<file path="src/rtl/display_scan_ctrl_pkg.sv">
// Shared definitions for the multiplexed 4-digit seven-segment scan controller:
// scan states, segment patterns and the all-off (blank) patterns.
package display_scan_ctrl_pkg;

    typedef enum logic [1:0] {
        ST_OFF   = 2'd0,
        ST_DRIVE = 2'd1,
        ST_GUARD = 2'd2
    } state_e;

    localparam logic [3:0] AN_OFF    = 4'b1111;
    localparam logic [6:0] SEG_BLANK = 7'b0000000;
    localparam logic [3:0] BCD_MAX   = 4'd9;

    // Segment order is {a,b,c,d,e,f,g}, active-high.
    localparam logic [6:0] SEG_0 = 7'b1111110;
    localparam logic [6:0] SEG_1 = 7'b0110000;
    localparam logic [6:0] SEG_2 = 7'b1101101;
    localparam logic [6:0] SEG_3 = 7'b1111001;
    localparam logic [6:0] SEG_4 = 7'b0110011;
    localparam logic [6:0] SEG_5 = 7'b1011011;
    localparam logic [6:0] SEG_6 = 7'b1011111;
    localparam logic [6:0] SEG_7 = 7'b1110000;
    localparam logic [6:0] SEG_8 = 7'b1111111;
    localparam logic [6:0] SEG_9 = 7'b1111011;

    function automatic logic [3:0] an_select(input logic [1:0] idx);
        an_select = ~(4'b0001 << idx);
    endfunction

endpackage

</file>
<file path="src/rtl/display_scan_ctrl_if.sv">
// Host-side bundle of the scan controller: control/data inputs and the display
// plus status outputs.
interface display_scan_ctrl_if;
    logic        enable;
    logic        load;
    logic [15:0] data;
    logic        lz_blank;
    logic [3:0]  an;
    logic [6:0]  abcdefg;
    logic        pending;
    logic        load_ack;
    logic        frame_tick;

    modport master (
        output enable, load, data, lz_blank,
        input  an, abcdefg, pending, load_ack, frame_tick
    );

    modport slave (
        input  enable, load, data, lz_blank,
        output an, abcdefg, pending, load_ack, frame_tick
    );
endinterface

</file>
<file path="src/rtl/display_scan_ctrl_encoder.sv">
// BCD to seven-segment decoder; non-decimal codes decode to all segments off.
module display_scan_ctrl_encoder
    import display_scan_ctrl_pkg::*;
(
    input  logic [3:0] bcd_i,
    output logic [6:0] abcdefg_o
);

    // Segment lookup
    always_comb begin
        abcdefg_o = SEG_BLANK;
        case (bcd_i)
            4'd0:    abcdefg_o = SEG_0;
            4'd1:    abcdefg_o = SEG_1;
            4'd2:    abcdefg_o = SEG_2;
            4'd3:    abcdefg_o = SEG_3;
            4'd4:    abcdefg_o = SEG_4;
            4'd5:    abcdefg_o = SEG_5;
            4'd6:    abcdefg_o = SEG_6;
            4'd7:    abcdefg_o = SEG_7;
            4'd8:    abcdefg_o = SEG_8;
            4'd9:    abcdefg_o = SEG_9;
            default: abcdefg_o = SEG_BLANK;
        endcase
    end

endmodule

</file>
<file path="src/rtl/display_scan_ctrl.sv">
// Four-digit multiplexed display scanner with double-buffered data: new values
// are captured in a shadow register and only shown from the next frame boundary.
module display_scan_ctrl
    import display_scan_ctrl_pkg::*;
#(
    parameter int DIV   = 1000,
    parameter int GUARD = 2
) (
    input  logic               clk,
    input  logic               rst_n,
    display_scan_ctrl_if.slave bus
);

    localparam int DW = $clog2(DIV);
    localparam int GW = (GUARD > 1) ? $clog2(GUARD) : 1;
    localparam logic [DW-1:0] DIV_LAST   = DW'(DIV - 1);
    localparam logic [GW-1:0] GUARD_LAST = GW'(GUARD - 1);

    state_e        state_q, state_d;
    logic [1:0]    idx_q, idx_d;
    logic [DW-1:0] dcnt_q, dcnt_d;
    logic [GW-1:0] gcnt_q, gcnt_d;
    logic [15:0]   shadow_q, shadow_d;
    logic [15:0]   disp_q, disp_d;
    logic          pending_q, pending_d;
    logic          ack_q, ack_d;
    logic          tick_q, tick_d;
    logic [3:0]    an_q, an_d;
    logic [6:0]    seg_q, seg_d;

    logic          commit_s;
    logic          blank_s;
    logic [3:0]    cur_digit_s;
    logic [6:0]    enc_seg_s;

    // Scan sequencing: OFF -> DRIVE(DIV) -> GUARD(GUARD) -> next digit
    always_comb begin
        state_d = state_q;
        idx_d   = idx_q;
        dcnt_d  = dcnt_q;
        gcnt_d  = gcnt_q;
        if (!bus.enable) begin
            state_d = ST_OFF;
            idx_d   = 2'd0;
            dcnt_d  = '0;
            gcnt_d  = '0;
        end else begin
            case (state_q)
                ST_OFF: begin
                    state_d = ST_DRIVE;
                    idx_d   = 2'd0;
                    dcnt_d  = '0;
                end
                ST_DRIVE: begin
                    if (dcnt_q == DIV_LAST) begin
                        state_d = ST_GUARD;
                        gcnt_d  = '0;
                    end else begin
                        dcnt_d = dcnt_q + DW'(1);
                    end
                end
                ST_GUARD: begin
                    if (gcnt_q == GUARD_LAST) begin
                        state_d = ST_DRIVE;
                        idx_d   = idx_q + 2'd1;
                        dcnt_d  = '0;
                    end else begin
                        gcnt_d = gcnt_q + GW'(1);
                    end
                end
                default: begin
                    state_d = ST_OFF;
                    idx_d   = 2'd0;
                    dcnt_d  = '0;
                    gcnt_d  = '0;
                end
            endcase
        end
        tick_d = (state_d == ST_GUARD) && (gcnt_d == GUARD_LAST) && (idx_d == 2'd3);
    end

    // Shadow/display buffering; a coincident load lands in shadow after the commit
    always_comb begin
        commit_s = pending_q && (tick_q || (state_q == ST_OFF));
        ack_d    = commit_s;
        if (commit_s) begin
            disp_d = shadow_q;
        end else begin
            disp_d = disp_q;
        end
        if (bus.load) begin
            shadow_d  = bus.data;
            pending_d = 1'b1;
        end else begin
            shadow_d  = shadow_q;
            pending_d = pending_q && !commit_s;
        end
    end

    display_scan_ctrl_encoder u_encoder (
        .bcd_i     (cur_digit_s),
        .abcdefg_o (enc_seg_s)
    );

    // Output pattern for the upcoming cycle, built from next-state values so the
    // registered outputs line up with the state they belong to
    always_comb begin
        cur_digit_s = disp_d[{idx_d, 2'b00} +: 4];
        blank_s     = bus.lz_blank && (idx_d != 2'd0) &&
                      ((disp_d >> {idx_d, 2'b00}) == 16'h0000);
        an_d        = AN_OFF;
        seg_d       = SEG_BLANK;
        if ((state_d == ST_DRIVE) && !blank_s) begin
            an_d = an_select(idx_d);
            if (cur_digit_s <= BCD_MAX) begin
                seg_d = enc_seg_s;
            end else begin
                seg_d = SEG_BLANK;
            end
        end else begin
            an_d  = AN_OFF;
            seg_d = SEG_BLANK;
        end
    end

    // State and output registers
    always_ff @(posedge clk or negedge rst_n) begin
        if (!rst_n) begin
            state_q   <= ST_OFF;
            idx_q     <= 2'd0;
            dcnt_q    <= '0;
            gcnt_q    <= '0;
            shadow_q  <= 16'h0000;
            disp_q    <= 16'h0000;
            pending_q <= 1'b0;
            ack_q     <= 1'b0;
            tick_q    <= 1'b0;
            an_q      <= AN_OFF;
            seg_q     <= SEG_BLANK;
        end else begin
            state_q   <= state_d;
            idx_q     <= idx_d;
            dcnt_q    <= dcnt_d;
            gcnt_q    <= gcnt_d;
            shadow_q  <= shadow_d;
            disp_q    <= disp_d;
            pending_q <= pending_d;
            ack_q     <= ack_d;
            tick_q    <= tick_d;
            an_q      <= an_d;
            seg_q     <= seg_d;
        end
    end

    assign bus.an         = an_q;
    assign bus.abcdefg    = seg_q;
    assign bus.pending    = pending_q;
    assign bus.load_ack   = ack_q;
    assign bus.frame_tick = tick_q;

endmodule

</file>
<file path="src/flat_wrapper.sv">
// flat-port wrapper written by rule: the top's interface ports become plain ports
module display_scan_ctrl_flat import display_scan_ctrl_pkg::*;
#(
    parameter int DIV   = 1000,
    parameter int GUARD = 2
)
  (clk, rst_n, bus_enable, bus_load, bus_data, bus_lz_blank, bus_an, bus_abcdefg, bus_pending, bus_load_ack, bus_frame_tick);
  display_scan_ctrl_if bus_i ();
  input  logic clk;
  input  logic rst_n;
  input wire logic [$bits(bus_i.enable)-1:0] bus_enable;
  input wire logic [$bits(bus_i.load)-1:0] bus_load;
  input wire logic [$bits(bus_i.data)-1:0] bus_data;
  input wire logic [$bits(bus_i.lz_blank)-1:0] bus_lz_blank;
  output wire logic [$bits(bus_i.an)-1:0] bus_an;
  output wire logic [$bits(bus_i.abcdefg)-1:0] bus_abcdefg;
  output wire logic [$bits(bus_i.pending)-1:0] bus_pending;
  output wire logic [$bits(bus_i.load_ack)-1:0] bus_load_ack;
  output wire logic [$bits(bus_i.frame_tick)-1:0] bus_frame_tick;
  assign bus_i.enable = bus_enable;
  assign bus_i.load = bus_load;
  assign bus_i.data = bus_data;
  assign bus_i.lz_blank = bus_lz_blank;
  assign bus_an = bus_i.an;
  assign bus_abcdefg = bus_i.abcdefg;
  assign bus_pending = bus_i.pending;
  assign bus_load_ack = bus_i.load_ack;
  assign bus_frame_tick = bus_i.frame_tick;
  display_scan_ctrl #(.DIV(DIV), .GUARD(GUARD)) u_core (.clk(clk), .rst_n(rst_n), .bus(bus_i));
endmodule
</file>
<file path="config.mk">
export PLATFORM = sky130hd
export DESIGN_NAME = display_scan_ctrl_flat
export DESIGN_NICKNAME = d
export VERILOG_FILES = /design/src/rtl/display_scan_ctrl_pkg.sv /design/src/rtl/display_scan_ctrl_if.sv /design/src/rtl/display_scan_ctrl_encoder.sv /design/src/rtl/display_scan_ctrl.sv /design/src/flat_wrapper.sv
export SDC_FILE = /design/constraint.sdc
export NUM_CORES = 1
export LEC_CHECK = 0
export ABC_AREA = 1
export BUFFER_PORTS_ARGS = -buffer_cell sky130_fd_sc_hd__buf_2
export CAP_MARGIN = 20
export CORE_MARGIN = 2
export CORE_UTILIZATION = 50
export CTS_BUF_LIST = sky130_fd_sc_hd__clkbuf_4 sky130_fd_sc_hd__clkbuf_8
export DETAILED_ROUTE_END_ITERATION = 6
export GPL_TIMING_DRIVEN = 0
export PLACE_DENSITY = 0.69
export SLEW_MARGIN = 5
export SYNTH_ARGS = -nofsm -noshare
export SYNTH_HDL_FRONTEND = slang
export SYNTH_SLANG_ARGS = --single-unit
</file>
<file path="constraint.sdc">
create_clock -name clk -period 6.71 [get_ports clk]
set_input_delay 0.3355 -clock clk [delete_from_list [all_inputs] [get_ports clk]]
set_output_delay 0.3355 -clock clk [all_outputs]
set_load 0.1 [all_outputs]
</file>
## Word-level counts from Yosys, hierarchy flattened

Memories as Yosys holds them, arrays and structs flattened.
Cells that the tools add are included.
Widths: inputs -> output; s select.

- ROM bits: 112
- Input bits: 21
- Logic and storage cells: 62
- Flip-flop bits (word level): 61
- Output and inout bits: 14
- Memories kept: 1

Memory list:

| name | depth | width | read ports | clocked after memory_dff | wr ports | RTL line | source |
|---|---|---|---|---|---|---|---|
| (no name shown) | 16 | 7 | 1 | 0 | 0 | display_scan_ctrl_encoder.sv:12 | `case (bcd_i)` |

- Shifts and indexed selects: 3
- $add $sub $neg: 3
- Bitwise logic cells: 1
- Reductions and logical operators: 14
- Eq/ne operators: 8
- Muxes and demuxes: 20
- $lt $le $gt $ge: 1

Operators with widths:

| operator | count |
|---|---|
| $mux 10 | 3 |
| $pmux 10 s2 | 1 |
| $logic_not 16->1 | 1 |
| $mux 16 | 1 |
| $shiftx 16x5->4 | 1 |
| $shr 16x4->16 | 1 |
| $mux 7 | 2 |
| $add 10x1->10 const B | 1 |
| $eq 10x10->1 const B | 1 |
| $mux 2 | 5 |
| $logic_and 1x1->1 | 7 |
| $eq 2x2->1 const B | 3 |
| $pmux 2 s3 | 1 |
| $eq 2x1->1 const B | 2 |
| $le 4x4->1 const B | 1 |
| $mux 1 | 4 |
| $mux 4 | 1 |
| $not 4->4 | 1 |
| $pmux 2 s2 | 1 |
| $shl 1x2->4 const A | 1 |
| $ne 3x2->1 const B | 1 |
| $ne 3x3->1 const B | 1 |
| $pmux 1 s3 | 1 |
| $add 2x1->2 const B | 1 |
| 6 further kinds | 7 |

## Depth between registers and ports, before layout

- Depth after elaboration: 10
- Gate-level depth with buffers: 18
- Mapped depth without buffers: 18

## Cells and area by module

From an unflattened synthesis, not the netlist that was laid out.

- Cells, all modules: 400
- Area total of the unflattened synthesis: 3216.8 um2

By module, submodules not included:

| module | cells an instance | times used | area an instance (um2) | sequential area each (um2) |
|---|---|---|---|---|
| display_scan_ctrl | 361 | 1 | 3006.6 | 1531.5 |
| display_scan_ctrl_encoder | 39 | 1 | 210.2 | 0.0 |

## Worst setup path after synthesis

Ideal clock, no wire load.

- Path kind: reg-to-reg
- Start point: register u_core.pending_q, in the netlist u_core.bus.pending
- End point: register u_core.seg_q[0], in the netlist u_core.bus.abcdefg[0]
- Setup time: 73 ps
- Arrival: 2538 ps
- Stages on the path, launching flop included: 17
- Slack: 4099 ps
- Path buffers: 1
- Data required time: 6637 ps
- Clock period less this slack: 2611 ps
- Cell sequence: dfrtp_1 > o21ai_2 > buf_6 > nand2_1 > nand2_2 > nand3_1 > nand2_1 > nand2_1 > nand3_1 > inv_1 > ha_1 > inv_1 > nand2_1 > nand3_1 > o21ai_2 > nand3_2 > nor2_1

- Longest elaborated chain between the ends: 8
- Elaborated cells on any way between the ends: 12
- Those cells by class: order compare (1); shift (2); mux (3); reduce/logical (5); memory (1)

RTL lines:

| element | RTL line | source |
|---|---|---|
| start, declared | display_scan_ctrl.sv:25 | `logic pending_q, pending_d;` |
| start signal, assigned | display_scan_ctrl.sv:147 | `pending_q <= pending_d;` |
| $logic_and 1x1->1 * | display_scan_ctrl.sv:84 | `commit_s = pending_q && (tick_q \|\| (state_q == ST_OFF));` |
| $mux 16 * | display_scan_ctrl.sv:86 | `if (commit_s) begin` |
| named net u_core.disp_d[12] | display_scan_ctrl.sv:24 | `logic [15:0] disp_q, disp_d;` |
| parallel branches: the longest is 5 deep, another holds $mem_v2 16x7 | -- |  |
| $mux 7 * | display_scan_ctrl.sv:113 | `if ((state_d == ST_DRIVE) && !blank_s) begin` |
| named net u_core.seg_d[0] | display_scan_ctrl.sv:29 | `logic [6:0] seg_q, seg_d;` |
| end signal, assigned | display_scan_ctrl.sv:151 | `seg_q <= seg_d;` |
| end, declared | display_scan_ctrl.sv:29 |  |

Mark *: on every way through the listed nets, which the timed path passes.
A chain may end at the register's enable or synchronous reset.

## Final worst setup path

- Start point: register u_core.state_q[0]
- End point: register u_core.seg_q[6], in the netlist u_core.bus.abcdefg[6]

- Elaborated cells on any way between the ends: 25
- Those cells by class: order compare (1); eq/ne (3); shift (2); mux (9); reduce/logical (9); memory (1)

RTL lines:

| element | RTL line | source |
|---|---|---|
| start, declared | display_scan_ctrl.sv:19 | `state_e state_q, state_d;` |
| start signal, assigned | display_scan_ctrl.sv:141 | `state_q <= state_d;` |
| $eq 2x2->1 or $eq 2x1->1 (tied branches) | display_scan_ctrl.sv:48 | `case (state_q)` |
| $pmux 2 s2 * | display_scan_ctrl.sv:48 |  |
| $mux 2 * | display_scan_ctrl.sv:42 | `if (!bus.enable) begin` |
| named net u_core.idx_d[1] | display_scan_ctrl.sv:20 | `logic [1:0] idx_q, idx_d;` |
| parallel branches: the longest is 5 deep, another holds $mem_v2 16x7 | -- |  |
| $mux 7 * | display_scan_ctrl.sv:113 |  |
| named net u_core.seg_d[6] | display_scan_ctrl.sv:29 |  |

Marked as above.

==> results.toml <==
[setup_path]
reg2reg_from = "u_core.state_q[0]"
critical-path-slowest-cell = "dfrtp_1"
critical_path.cell_chain = "inv_1 > ha_1 > nand2_1 > inv_2 > nand3_2 > inv_2 > nor2_1 > nand2_1 > nand3_1 > inv_1 > ha_1 > inv_1 > nand2_1 > nand3_1 > o21ai_2 > nand3_2 > nor2_1"
critical_path_arrival_ps = 3050
timing_worst_setup_path_type = "reg -> reg"
end_kind = "flip-flop"
worst-path-max-fanout = 8
crit_start = "u_core.state_q[0]"
worst_setup_path_start_kind = "flip-flop"
slowest_cell_delay_on_critical_path_ps = 400
worstPathRequired_ps = 6970

[clock_tree]
cts-htree-levels = 3
post_cts_resize_count = 0
cts.path.max_buffers = 2
clock_insertion_delay_worst_skew_ps = 350
clock_sinks = 61
root_buffer_selected_by_cts = "clkbuf_8"
clk_transition_reported_paths_ps = 80
clock_tree_from_tritoncts = "done"
number_of_buffers_added_by_the_clock_tree_synthesis_step = 9
hold_buffers = 1
post-cts-setup-buffer-count = 0

[hold_path]
hp-start = "bus_data[14]"
timing.hold.worst.class = "in -> reg"

[route]
count_of_vias_placed_by_the_detailed_router = 2498
post_drt_wl_per_cell_um = 12.74
dr.first_iter.drc_count = 135
final_antenna_net_count = 0
postRouteWirelength_mm = 6.294
via_density = 5.057
drt_pre_antenna_iters = 4
remaining_drc_errors = 0

[pwr]
share_clk_of_total_power_pct = 41.1
switching_share_pct = 30.00
net-switching-power_mw = 0.3242
combPwrFrac_pct = 20.4
cellPowerDensity_nw_per_um2 = 295.5
leakagePower_nw = 1.831
ir_worst_vdd_v = 0.0001991
cellInternalPower_mw = 0.7565
seq_power_share_pct = 38.5

[sta]
timing.fmax_mhz = 359.3
setup-tns-final_ps = 0
headroom_to_the_max_slew_limit_pct = 63.14
setup-violations-final = 0
fin_skew_ps = 9.333
final_cycle_share_pct = 41.48
final_max_slew_viol_count = 0
finalHoldWorstSlack_ps = 195.5
timing_worst_slew_pin_value_ps = 552.8
rsz0062_at_grt = "false"
timing.final.crit_period_ps = 2783
timing.final.hold_violations = 0

[logic_synthesis]
post_synth_top_area_share_pct = 46.14
postSynthNetCount = 398
ys_ff_latch = 61
synth_area_per_cell_um2 = 8.424
synth-warning-count = 0
synthDistinctLibCells = 26
netlist_area_um2 = 3092
gate_count_post_synth = 367
ys_top_cells_by_area = "dfrtp_1 (46%), nand2_1 (10%), nand3_1 (5.3%), inv_1 (5.2%), nor2_1 (4.6%)"
top_cell_type_by_total_area_after_synthesis = "dfrtp_1"
yosysSeqAreaShare_pct = 49.53

[finish]
postLayoutCoreUtil_pct = 61.41
insertedDiodeCount = 0
num-nets-final = 445
final_cell_mix = "nand2_1 (86), dfrtp_1 (57), inv_1 (43)"
drive_gt1_share_pct = 24.11
filler_cell_count = 556
area_delta_synth_final_pct = 18.29
finalInstanceArea_um2 = 3657
layout_commonest_cell = "nand2_1"

[placement]
hpwlAfterDp_mm = 4.566
globalplace.congestion = 0.9029
buffer_ports.inserted = 34
postPlaceCellArea_um2 = 3376

[status]
status = "finished clean"

[global_routing]
globalRouteOverflowTotal = 0
antenna_violations_before_repair = 0
vias_in_the_first_global_route = 2421
grt_first_pass_wirelength_mm = 11.12
largest_net_degree_at_the_start_of_global_routing = 40
grt_usage_pct = 21.75

[floorplanning]
pin_count = 35
chipWidth_um = 82.64
die_area_um2 = 6829
starting_density_pct = 51.91
rows = 28
core-area_um2 = 5956
chipHeight_um = 82.64

[flow_run]
maxCapViolations = 0
[final timing paths]
path	cells past startpoint	to	slack, ps
worst min register to register	2	u_core.disp_q[3]	480
worst max-delay path	17	u_core.bus.abcdefg[6]	3930
worst min-delay path	3	u_core.shadow_q[14]	200
worst max register to register	17	u_core.bus.abcdefg[6]	3930
min in group asynchronous	2	u_core.dcnt_q[5]	500
max in group asynchronous	3	u_core.disp_q[0]	5610
[power by group through the flow]
| stage | combinational, mW | sequential [mW] | clock (mW) |
|---|---|---|---|
| 4_1_cts | 0.221 | 0.416 | 0.450 |
| 3_5_place_dp | 0.219 | 0.423 | 0 |
| 3_3_place_gp | 0.215 | 0.422 | 0 |
| 6_report | 0.220 | 0.416 | 0.444 |
| 2_1_floorplan | 0.107 | 0.483 | 0 |
| 5_1_grt | 0.245 | 0.420 | 0.465 |
[synthesized netlist by cell type]
cell	count
a31o_2	1
nand4_1	4
dfstp_2	4
nand2_4	2
nor3_1	7
nand3_2	3
nand3_1	33
nand2_2	14
nor4_1	1
o21ai_0	22
a21oi_1	5
buf_6	3
buf_2	2
inv_2	6
xor2_1	4
inv_1	43
o21ai_2	5
nor2_1	38
nand2_1	86
ha_1	10
and2_1	1
clkbuf_1	2
mux2_2	10
a31oi_1	1
dfrtp_1	57
o21ai_1	3
[sequential cells by signal, indices dropped and copies added (netlist names)]
name and flops:
u_core.shadow_q 16, u_core.idx_q 2, u_core.disp_q 16, u_core.bus.an 4, u_core.gcnt_q 1, u_core.bus.load_ack 1
u_core.state_q 2, u_core.bus.frame_tick 1, u_core.dcnt_q 10, u_core.bus.pending 1, u_core.bus.abcdefg 7
[worst max-delay path: cells and delay by family (launching register included)]
kind,cells,cell delay [ps]
AND/OR/NAND/NOR,9,1070
AO/OA/AOI/OAI,1,150
flip-flops,1,400
buffers and inverters,5,650
adder cells (fa/ha/maj),2,440
[layout make-up]
| type | instances | area (um^2) | area share [%] |
|---|---|---|---|
| buffer | 7 | 51.30 | 1.403 |
| clock buffer | 10 | 137.6 | 3.763 |
| clock inverter | 6 | 133.9 | 3.661 |
| inverter | 49 | 183.9 | 5.029 |
| multi-input combinational | 250 | 1325 | 36.23 |
| sequential | 61 | 1531 | 41.87 |
| tap | 75 | 93.84 | 2.566 |
| timing repair buffer | 36 | 200.2 | 5.474 |
[metal layers]
layer	global-route usage, %	vias to the layer above	share of wire, %
met2	34.84	53	47
met4	10.49	0	2.5
met1	28.43	1168	47
met3	4.022	14	3.6
li1	-	1263	-
met5	0	-	0
[through the flow]
stage | setup slack [ps] | instances | total power [mW]
finish | 3927 | 494 | 1.081
CTS | 3956 | 494 | 1.088
detailed placement | 3997 | 477 | 0.6426
floorplan | 4099 | 367 | 0.5899
global placement | 4084 | 476 | 0.6367
global route | 3642 | 494 | 1.129
[cell families (layout without fill, tap and decap cells)]
| family | count (synthesis) | in the layout | share of synthesized area [%] |
|---|---|---|---|
| and+or+nand+nor | 189 | 189 | 27.28 |
| DFF | 61 | 61 | 49.53 |
| buffers and inverters | 56 | 108 | 7.608 |
| AOI/OAI and AO/OA | 37 | 37 | 6.758 |
| adders and majority gates | 10 | 10 | 4.047 |
| muxes | 10 | 10 | 3.642 |
| xor gates and xnor gates | 4 | 4 | 1.133 |
Note: power is estimated with default switching activity, not from simulation.
